`src/rtl/ram_refresh_seq.sv`:
```
// DRAM strobe sequencer: arbitrates CPU RAM accesses against CAS-before-RAS refresh cycles.
// Every output is a register loaded with the value of the state being entered.
module ram_refresh_seq #(
    parameter int unsigned TRP  = 2,
    parameter int unsigned TRAS = 3
) (
    input  logic       CLK,
    input  logic       nRES,
    input  logic       RefReq,
    input  logic       RefUrg,
    input  logic       BACT,
    input  logic       RAMCS,
    input  logic       RW,
    output logic       nRAS,
    output logic       nCAS,
    output logic       RASMux,
    output logic       nOE,
    output logic       RAMReady,
    output logic       RefBusy,
    output logic [3:0] RefMiss
);
    typedef enum logic [2:0] {
        IDLE    = 3'd0,
        ACC_ROW = 3'd1,
        ACC_COL = 3'd2,
        REF_CAS = 3'd3,
        REF_RAS = 3'd4,
        PRE     = 3'd5
    } state_t;

    localparam logic [2:0] TRP_M1  = 3'(TRP - 1);
    localparam logic [2:0] TRAS_M1 = 3'(TRAS - 1);

    state_t     r_state, w_state_nxt;
    logic [2:0] r_cnt, w_cnt_nxt;
    logic       r_refreq, r_refdone, w_refdone_nxt;
    logic [3:0] r_refmiss, w_refmiss_nxt;
    logic       r_nras, r_ncas, r_rasmux, r_noe, r_ready, r_busy;
    logic       w_nras_nxt, w_ncas_nxt, w_rasmux_nxt, w_noe_nxt, w_ready_nxt, w_busy_nxt;
    logic       w_pending, w_acc_req, w_ref_set, w_miss;

    // State register, registered outputs and refresh bookkeeping
    always_ff @(posedge CLK) begin
        if (!nRES) begin
            r_state   <= IDLE;
            r_cnt     <= 3'd0;
            r_refreq  <= 1'b0;
            r_refdone <= 1'b0;
            r_refmiss <= 4'd0;
            r_nras    <= 1'b1;
            r_ncas    <= 1'b1;
            r_rasmux  <= 1'b0;
            r_noe     <= 1'b1;
            r_ready   <= 1'b0;
            r_busy    <= 1'b0;
        end else begin
            r_state   <= w_state_nxt;
            r_cnt     <= w_cnt_nxt;
            r_refreq  <= RefReq;
            r_refdone <= w_refdone_nxt;
            r_refmiss <= w_refmiss_nxt;
            r_nras    <= w_nras_nxt;
            r_ncas    <= w_ncas_nxt;
            r_rasmux  <= w_rasmux_nxt;
            r_noe     <= w_noe_nxt;
            r_ready   <= w_ready_nxt;
            r_busy    <= w_busy_nxt;
        end
    end

    // Next state and the phase counter shared by REF_RAS and PRE
    always_comb begin
        w_pending   = RefReq && !r_refdone;
        w_acc_req   = BACT && RAMCS;
        w_state_nxt = r_state;
        w_cnt_nxt   = r_cnt;
        case (r_state)
            IDLE: begin
                if (w_pending && (RefUrg || !w_acc_req)) begin
                    w_state_nxt = REF_CAS;
                end else if (w_acc_req) begin
                    w_state_nxt = ACC_ROW;
                end else begin
                    w_state_nxt = IDLE;
                end
            end
            ACC_ROW: begin
                if (BACT) begin
                    w_state_nxt = ACC_COL;
                end else begin
                    w_state_nxt = PRE;
                    w_cnt_nxt   = TRP_M1;
                end
            end
            ACC_COL: begin
                if (!BACT) begin
                    w_state_nxt = PRE;
                    w_cnt_nxt   = TRP_M1;
                end else begin
                    w_state_nxt = ACC_COL;
                end
            end
            REF_CAS: begin
                w_state_nxt = REF_RAS;
                w_cnt_nxt   = TRAS_M1;
            end
            REF_RAS: begin
                if (r_cnt == 3'd0) begin
                    w_state_nxt = PRE;
                    w_cnt_nxt   = TRP_M1;
                end else begin
                    w_cnt_nxt   = r_cnt - 3'd1;
                end
            end
            PRE: begin
                if (r_cnt == 3'd0) begin
                    w_state_nxt = IDLE;
                end else begin
                    w_cnt_nxt   = r_cnt - 3'd1;
                end
            end
            default: begin
                w_state_nxt = IDLE;
                w_cnt_nxt   = 3'd0;
            end
        endcase
    end

    // Output values of the state being entered; RW is latched into nOE on ACC_COL entry only
    always_comb begin
        w_nras_nxt   = 1'b1;
        w_ncas_nxt   = 1'b1;
        w_rasmux_nxt = 1'b0;
        w_noe_nxt    = 1'b1;
        w_ready_nxt  = 1'b0;
        w_busy_nxt   = 1'b0;
        case (w_state_nxt)
            ACC_ROW: begin
                w_nras_nxt = 1'b0;
            end
            ACC_COL: begin
                w_nras_nxt   = 1'b0;
                w_ncas_nxt   = 1'b0;
                w_rasmux_nxt = 1'b1;
                w_ready_nxt  = 1'b1;
                w_noe_nxt    = (r_state == ACC_COL) ? r_noe : !RW;
            end
            REF_CAS: begin
                w_ncas_nxt = 1'b0;
                w_busy_nxt = 1'b1;
            end
            REF_RAS: begin
                w_nras_nxt = 1'b0;
                w_ncas_nxt = 1'b0;
                w_busy_nxt = 1'b1;
            end
            PRE: begin
                w_busy_nxt = (r_state == REF_RAS) || ((r_state == PRE) && r_busy);
            end
            default: begin
                w_busy_nxt = 1'b0;
            end
        endcase
    end

    // A refresh completing on the same edge the window closes is not a miss
    always_comb begin
        w_ref_set = (r_state == REF_RAS) && (w_state_nxt == PRE);
        w_miss    = r_refreq && !RefReq && !r_refdone && !w_ref_set;
        if (w_ref_set) begin
            w_refdone_nxt = 1'b1;
        end else if (!RefReq) begin
            w_refdone_nxt = 1'b0;
        end else begin
            w_refdone_nxt = r_refdone;
        end
        if (w_miss && (r_refmiss != 4'd15)) begin
            w_refmiss_nxt = r_refmiss + 4'd1;
        end else begin
            w_refmiss_nxt = r_refmiss;
        end
    end

    assign nRAS     = r_nras;
    assign nCAS     = r_ncas;
    assign RASMux   = r_rasmux;
    assign nOE      = r_noe;
    assign RAMReady = r_ready;
    assign RefBusy  = r_busy;
    assign RefMiss  = r_refmiss;
endmodule
```
`config.mk`:
```
export PLATFORM = sky130hd
export DESIGN_NAME = ram_refresh_seq
export DESIGN_NICKNAME = d
export VERILOG_FILES = /design/src/rtl/ram_refresh_seq.sv
export SDC_FILE = /design/constraint.sdc
export NUM_CORES = 1
export LEC_CHECK = 0
export ABC_AREA = 1
export CAP_MARGIN = 20
export CORE_ASPECT_RATIO = 1.5
export CORE_MARGIN = 3
export CORE_UTILIZATION = 45
export DETAILED_ROUTE_END_ITERATION = 12
export PLACE_DENSITY = 0.7
export SYNTH_ARGS = -nofsm -noshare
export SYNTH_HDL_FRONTEND = slang
export SYNTH_SLANG_ARGS = --single-unit
```
`constraint.sdc`:
```
create_clock -name CLK -period 2.1 [get_ports CLK]
set_clock_uncertainty 0.15 [all_clocks]
set_input_delay 0.21 -clock CLK [delete_from_list [all_inputs] [get_ports CLK]]
set_output_delay 0.21 -clock CLK [all_outputs]
set_load 0.005 [all_outputs]
```
; Word level (Yosys, flattened, before mapping)
; Cells that the tools add are included.
[totals]
reg_bits = 17
latch_bits = 0
mem_bits_rw = 0
romBits = 0
in_bits = 7
output_inout_bits = 10
word_cells = 67
mem_count = 0
[op_classes]
addsub = 2
multipliers = 0
n_div = 0
n_lt_le_gt_ge = 0
eq_ne = 14
shifts = 0
muxes = 16
bitwise_logic = 1
reduce_logical = 24
[ops]
columns = cell, n
row1 = case mux 3 bit (5 select lines), 2
row2 = 2-to-1 mux 3 bit, 6
row3 = "equality test 3 x 2 -> 1 bit, second input constant", 4
row4 = "equality test 3 bit, second input constant", 4
row5 = logical AND 1 bit, 9
row6 = "equality test 3 x 1 -> 1 bit, second input constant", 2
row7 = logical NOT 3 bit, 2
row8 = 2-to-1 mux 1 bit, 6
row9 = OR reduction 3 bit, 2
row10 = logical NOT 1 bit, 5
row11 = "adder 4 x 1 -> 4 bit, second input constant", 1
row12 = "!= test 2 bit, second input constant", 2
row13 = "!= test 4 bit, second input constant", 1
row14 = OR reduction 2 bit, 2
row15 = AND reduction 3 bit, 1
row16 = "subtractor 3 x 1 -> 3 bit, second input constant", 1
row17 = logical OR 1 bit, 2
row18 = 2-to-1 mux 2 bit, 1
row19 = "!= test 2 x 1 -> 1 bit, second input constant", 1
row20 = case mux 1 bit (2 select lines), 1
row21 = AND reduction 2 bit, 1
row22 = inverter 1 bit, 1

; Longest topological paths before layout
[logic_depth]
ltp_word = 11
ltp_mapped = 11
mapped_depth_nobuf = 11

; Worst setup path after synthesis
; Ideal clock, no wire load.
[synth_path]
path_type = reg-to-reg
from = register r_cnt[0]
to = register r_nras (netlist: nRAS)
setup_ns = 0.113
arrival_time_ns = 1.218
required_ns = 1.837
path_slack_ns = 0.619
path_stages_with_launch = 11
path_buffers = 0
period_less_slack_ns = 1.481
path_cell_list = dfxtp_1 inv_1 ha_1 inv_1 nor2_1 nand3_2 and2_1 nand3_1 nand3_1 nand3_1 nand2_1
[synth_via]
elab_chain_cells = 6
elab_cells_between_ends = 9
classes_between = eq/ne (3) / mux (4) / reduce/logical (2)
[synth_lines]
columns = item, line_no
row1 = "start, declared", 35  ; logic [2:0] r_cnt, w_cnt_nxt;
row2 = "start signal, assigned", 58  ; r_cnt <= w_cnt_nxt;
row3 = logical NOT 3 bit *, "108, 116"
row4 = 2-to-1 mux 3 bit (on tied branches), "116, 108"
row5 = case mux 3 bit (5 select lines) *, 77  ; case (r_state)
row6 = equality test 3 bit (tied with other cells), 137  ; case (w_state_nxt)
row7 = OR reduction 3 bit (no line) *, --
row8 = 2-to-1 mux 1 bit *, 137
row9 = "end signal, assigned", 62  ; r_nras <= w_nras_nxt;
row10 = "end, declared", 38  ; logic r_nras, r_ncas, r_rasmux, r_noe, r_ready, r_busy;
; Every way passes the cells marked *; elsewhere a longest branch is shown, timed or not.
; A chain may end at the register's enable or synchronous reset.

; Worst setup path after layout
; Ends and elaborated chain as after synthesis.

==> results.txt <==
In this run the critical register-to-register path is captured at nRAS. The number of distinct library cells after synthesis is 20. In the routed design, unresolved DRC markers number 0.

The number of nets produced by synthesis came out at 137. The final critical-path required period came out at 1.68 ns. Clock tree synthesis found a total of 17 sinks. The average vias per placed instance came out at 5.05.

The post-route cell area came out at between 0.001 and 0.0015 mm^2. The number of global-route vias before repair is 800. The headroom to the max-slew limit is between 80 and 90%. The ratio of cells with drive above 1 in the final layout came out at 14.5%. Dividing the final minimum period by the clock period gives 80.2%.

The delay of the slowest cell on the worst path is 0.34 ns. The die covers 0.00261 mm^2. The die is 61.1 um tall. The count of buffers added by post-CTS timing repair for setup is 0. The effective utilization at floorplan came out at between 40% and 50%. The transition time at the pin with the least slew margin is 0.273 ns. Setup violations remaining at the end of the flow were counted as 0.

Clock-pin slew was measured on the worst setup and hold paths at about 0.10 ns. The placed instance area is 0.00108 mm^2. The combined area of the multi-input logic cells is 463 um^2. The signal on the critical path passes through inv_1, ha_1, inv_1, nor2_1, nand3_2, and2_1, nand3_1, nand3_1, nand3_1, nand2_1. The setup TNS is 0 ns. The critical path is of the reg -> reg type.

The area of the mapped netlist came out at 912 um^2. The overall routing resource usage is 16.3%. In this run the worst setup path terminates at nRAS. The post-CTS resize count came out at 0. The global-route wire length before repair came out at 3220 um. The min-delay analysis places its worst path in the category reg -> reg. The maximum clock path buffer count is 2. The number of ports placed on the die boundary is 17. STA classifies the critical path endpoint as a flip-flop. Tracing the worst setup path back leads to its startpoint at r_cnt[0]. The cell count of the worst reg-to-reg path came out at 10.

The number of levels the H-tree was split into is 1. The number of fill cells came out at 181. Clock tree synthesis inserted a total of 3 buffers. The total congestion overflow after global routing came out at 0. The layout net count is roughly 160. Sequential elements use a little under two fifths of the synthesized area. The worst-case register-to-register setup slack is roughly 0.42 ns. The cell count after synthesis is 127.

For this design, the slowest cell found on the critical path is dfxtp_1. The max-slew violation count came out at 0. In this design, the critical path's most frequently occurring cell is nand3_1. Detailed routing inserted a total of between 800 and 900 vias. The clock latency on the worst-skew pair came out at around 0.30 ns. The relative area change from synthesis to final layout is 21.8%. The first-pass iteration count of the detailed router came out at 4. After the first detailed-routing iteration, the DRC count stood at 11.

The floorplan row count is 19. The total leakage power came out at 0.498 nW. The count of maximum capacitance violations came out at 0.

The flow ran to the end, and the final reports show no timing, DRC or antenna violations. The data required time of the critical path came out at 2.15 ns. In this run the critical register-to-register path is launched from r_cnt[0]. The synthesized flop and latch total is 17. The sequential cell area is 340 um^2. Setup repair after global routing left no endpoint under its margin.

The count of hold buffers inserted by post-cts repair came out at 0. The number of antenna violations at the first check in global routing came out at 0. Port buffering added 16 buffers. The routed design has 1860 um of wire. The largest driver fanout on the critical path came out at 6.

In this run the clock root is driven by a clkbuf_4. The HPWL after detailed placement is 1510 um. Final hold analysis gives a worst-case slack of around 0.33 ns.

After detailed routing, the average wire length per cell comes to 11.2 um. The largest net degree at the start of global routing came out at 11. The number of hold violations in the final report was 0. The total number of yosys warnings is 0. The die width came out at about 43 um.

The maximum achievable frequency is 0.594 GHz. The number of inserted diodes came out at 0. The core outline area is 0.00188 mm^2.

The CTS tree is built. STA classifies the critical path startpoint as a flip-flop. The mean instance size in the synthesized netlist came out at 7.18 um^2. The number of routed nets with antenna violations came out at 0.

The final weighted congestion in routability-driven placement is 0.753. The areal power density over the cells is ~1200 mW/mm^2. The data arrival time of the critical path is 1.74 ns. The maximum ir drop on the vdd rail came out at about 0.58 mV.
[stage by stage]
stage          std cells  worst slack (ns)  total power [mW]  util, %
3_3_place_gp         162             0.424              1.17     57.7
4_1_cts              166             0.418              1.37     59.2
3_5_place_dp         162             0.385              1.19     57.7
2_1_floorplan        127             0.619              1.01        -
6_report             166             0.416              1.36     59.2
5_1_grt              166             0.278              1.48     59.2
[how the worst min path moves through the flow]
| stage | from | end | slack [ns] | cells after the start |
|---|---|---|---|---|
| final | r_cnt[1] | r_cnt[1] | 0.33 | 2 |
| after global routing | RW | nOE | 0.36 | 2 |
| after CTS | r_cnt[1] | r_cnt[1] | 0.33 | 2 |
| after detailed placement | r_cnt[1] | r_cnt[1] | 0.32 | 2 |
| after global placement | r_cnt[1] | r_cnt[1] | 0.30 | 2 |
| after floorplan | RefReq | r_refreq | 0.17 | 2 |
[registers in the layout (all words and copies together) (netlist names)]
signal     cells
r_cnt          3
RefBusy        1
RAMReady       1
nRAS           1
nCAS           1
nOE            1
r_refreq       1
r_state        3
RefMiss        4
r_refdone      1
[Yosys cell counts]
library cell	instances	area share [%]
nand4_1	2	1.4
dfxtp_1	17	37
o211ai_1	2	1.6
a21oi_1	6	3.3
buf_4	3	2.5
inv_1	21	8.6
nand2_1	23	9.5
inv_2	2	0.82
nor2_2	4	2.7
nand4_2	1	1.4
ha_1	3	4.1
o21ai_0	9	4.9
nand2_2	2	1.4
nor2_1	12	4.9
o22ai_1	1	0.69
nor2_4	3	3.7
and2_1	1	0.69
nand3_1	10	5.5
nand3_2	4	4.4
nor3_1	1	0.55
[critical path: cells and delay by family (launching register included)]
kind | cells | cell delay (ns)
buffers and inverters | 2 | 0.12
and+or+nand+nor | 7 | 0.81
DFF | 1 | 0.34
adders and majority gates | 1 | 0.17
[report_power, final]
group | switching (mW) | internal (mW) | leakage [nW] | total [mW]
Clock | 0.109 | 0.0710 | 0.0177 | 0.180
Combinational | 0.425 | 0.281 | 0.341 | 0.706
Sequential | 0.0707 | 0.404 | 0.139 | 0.474
[area by class of cell]
type / count / share of cell area, %
clock inverters: 1 / 0.450
repair buffers: 17 / 15.1
well taps: 21 / 2.36
multi-input cells: 84 / 41.7
flip-flops and latches: 17 / 30.6
inverters: 23 / 7.77
clock buffers: 3 / 2.03
[placed cells by master, fill, tap and decap left out]
cell type and n:
nand2_1 23, inv_1 21, dfxtp_1 17, clkdlybuf4s50_1 16, nor2_1 12, nand3_1 10, o21ai_0 9, a21oi_1 6
nand3_2 4, nor2_2 4, nor2_4 3, ha_1 3, clkbuf_4 3, inv_2 2, nand2_2 2, nand4_1 2
o211ai_1 2, nand4_2 1, o22ai_1 1, and2_1 1, nor3_1 1, clkinv_2 1, buf_4 1
[logic make-up after synthesis]
group	after synthesis	synth area share, %
AO/OA/AOI/OAI	18	10.6
AND/OR/NAND/NOR	63	36.1
buffers and inverters	26	11.9
adder cells (fa/ha/maj)	3	4.12
flip-flops	17	37.3
[layer usage]
metal | part of all wire (%) | vias to the layer above | GRT usage, %
li1 | - | 439 | -
met5 | 0 | - | 0
met1 | 41 | 370 | 17.4
met2 | 52 | 25 | 30.7
met3 | 4.0 | 5 | 1.75
met4 | 2.5 | 0 | 9.33
No activity file was read; power rests on OpenSTA's default activity.
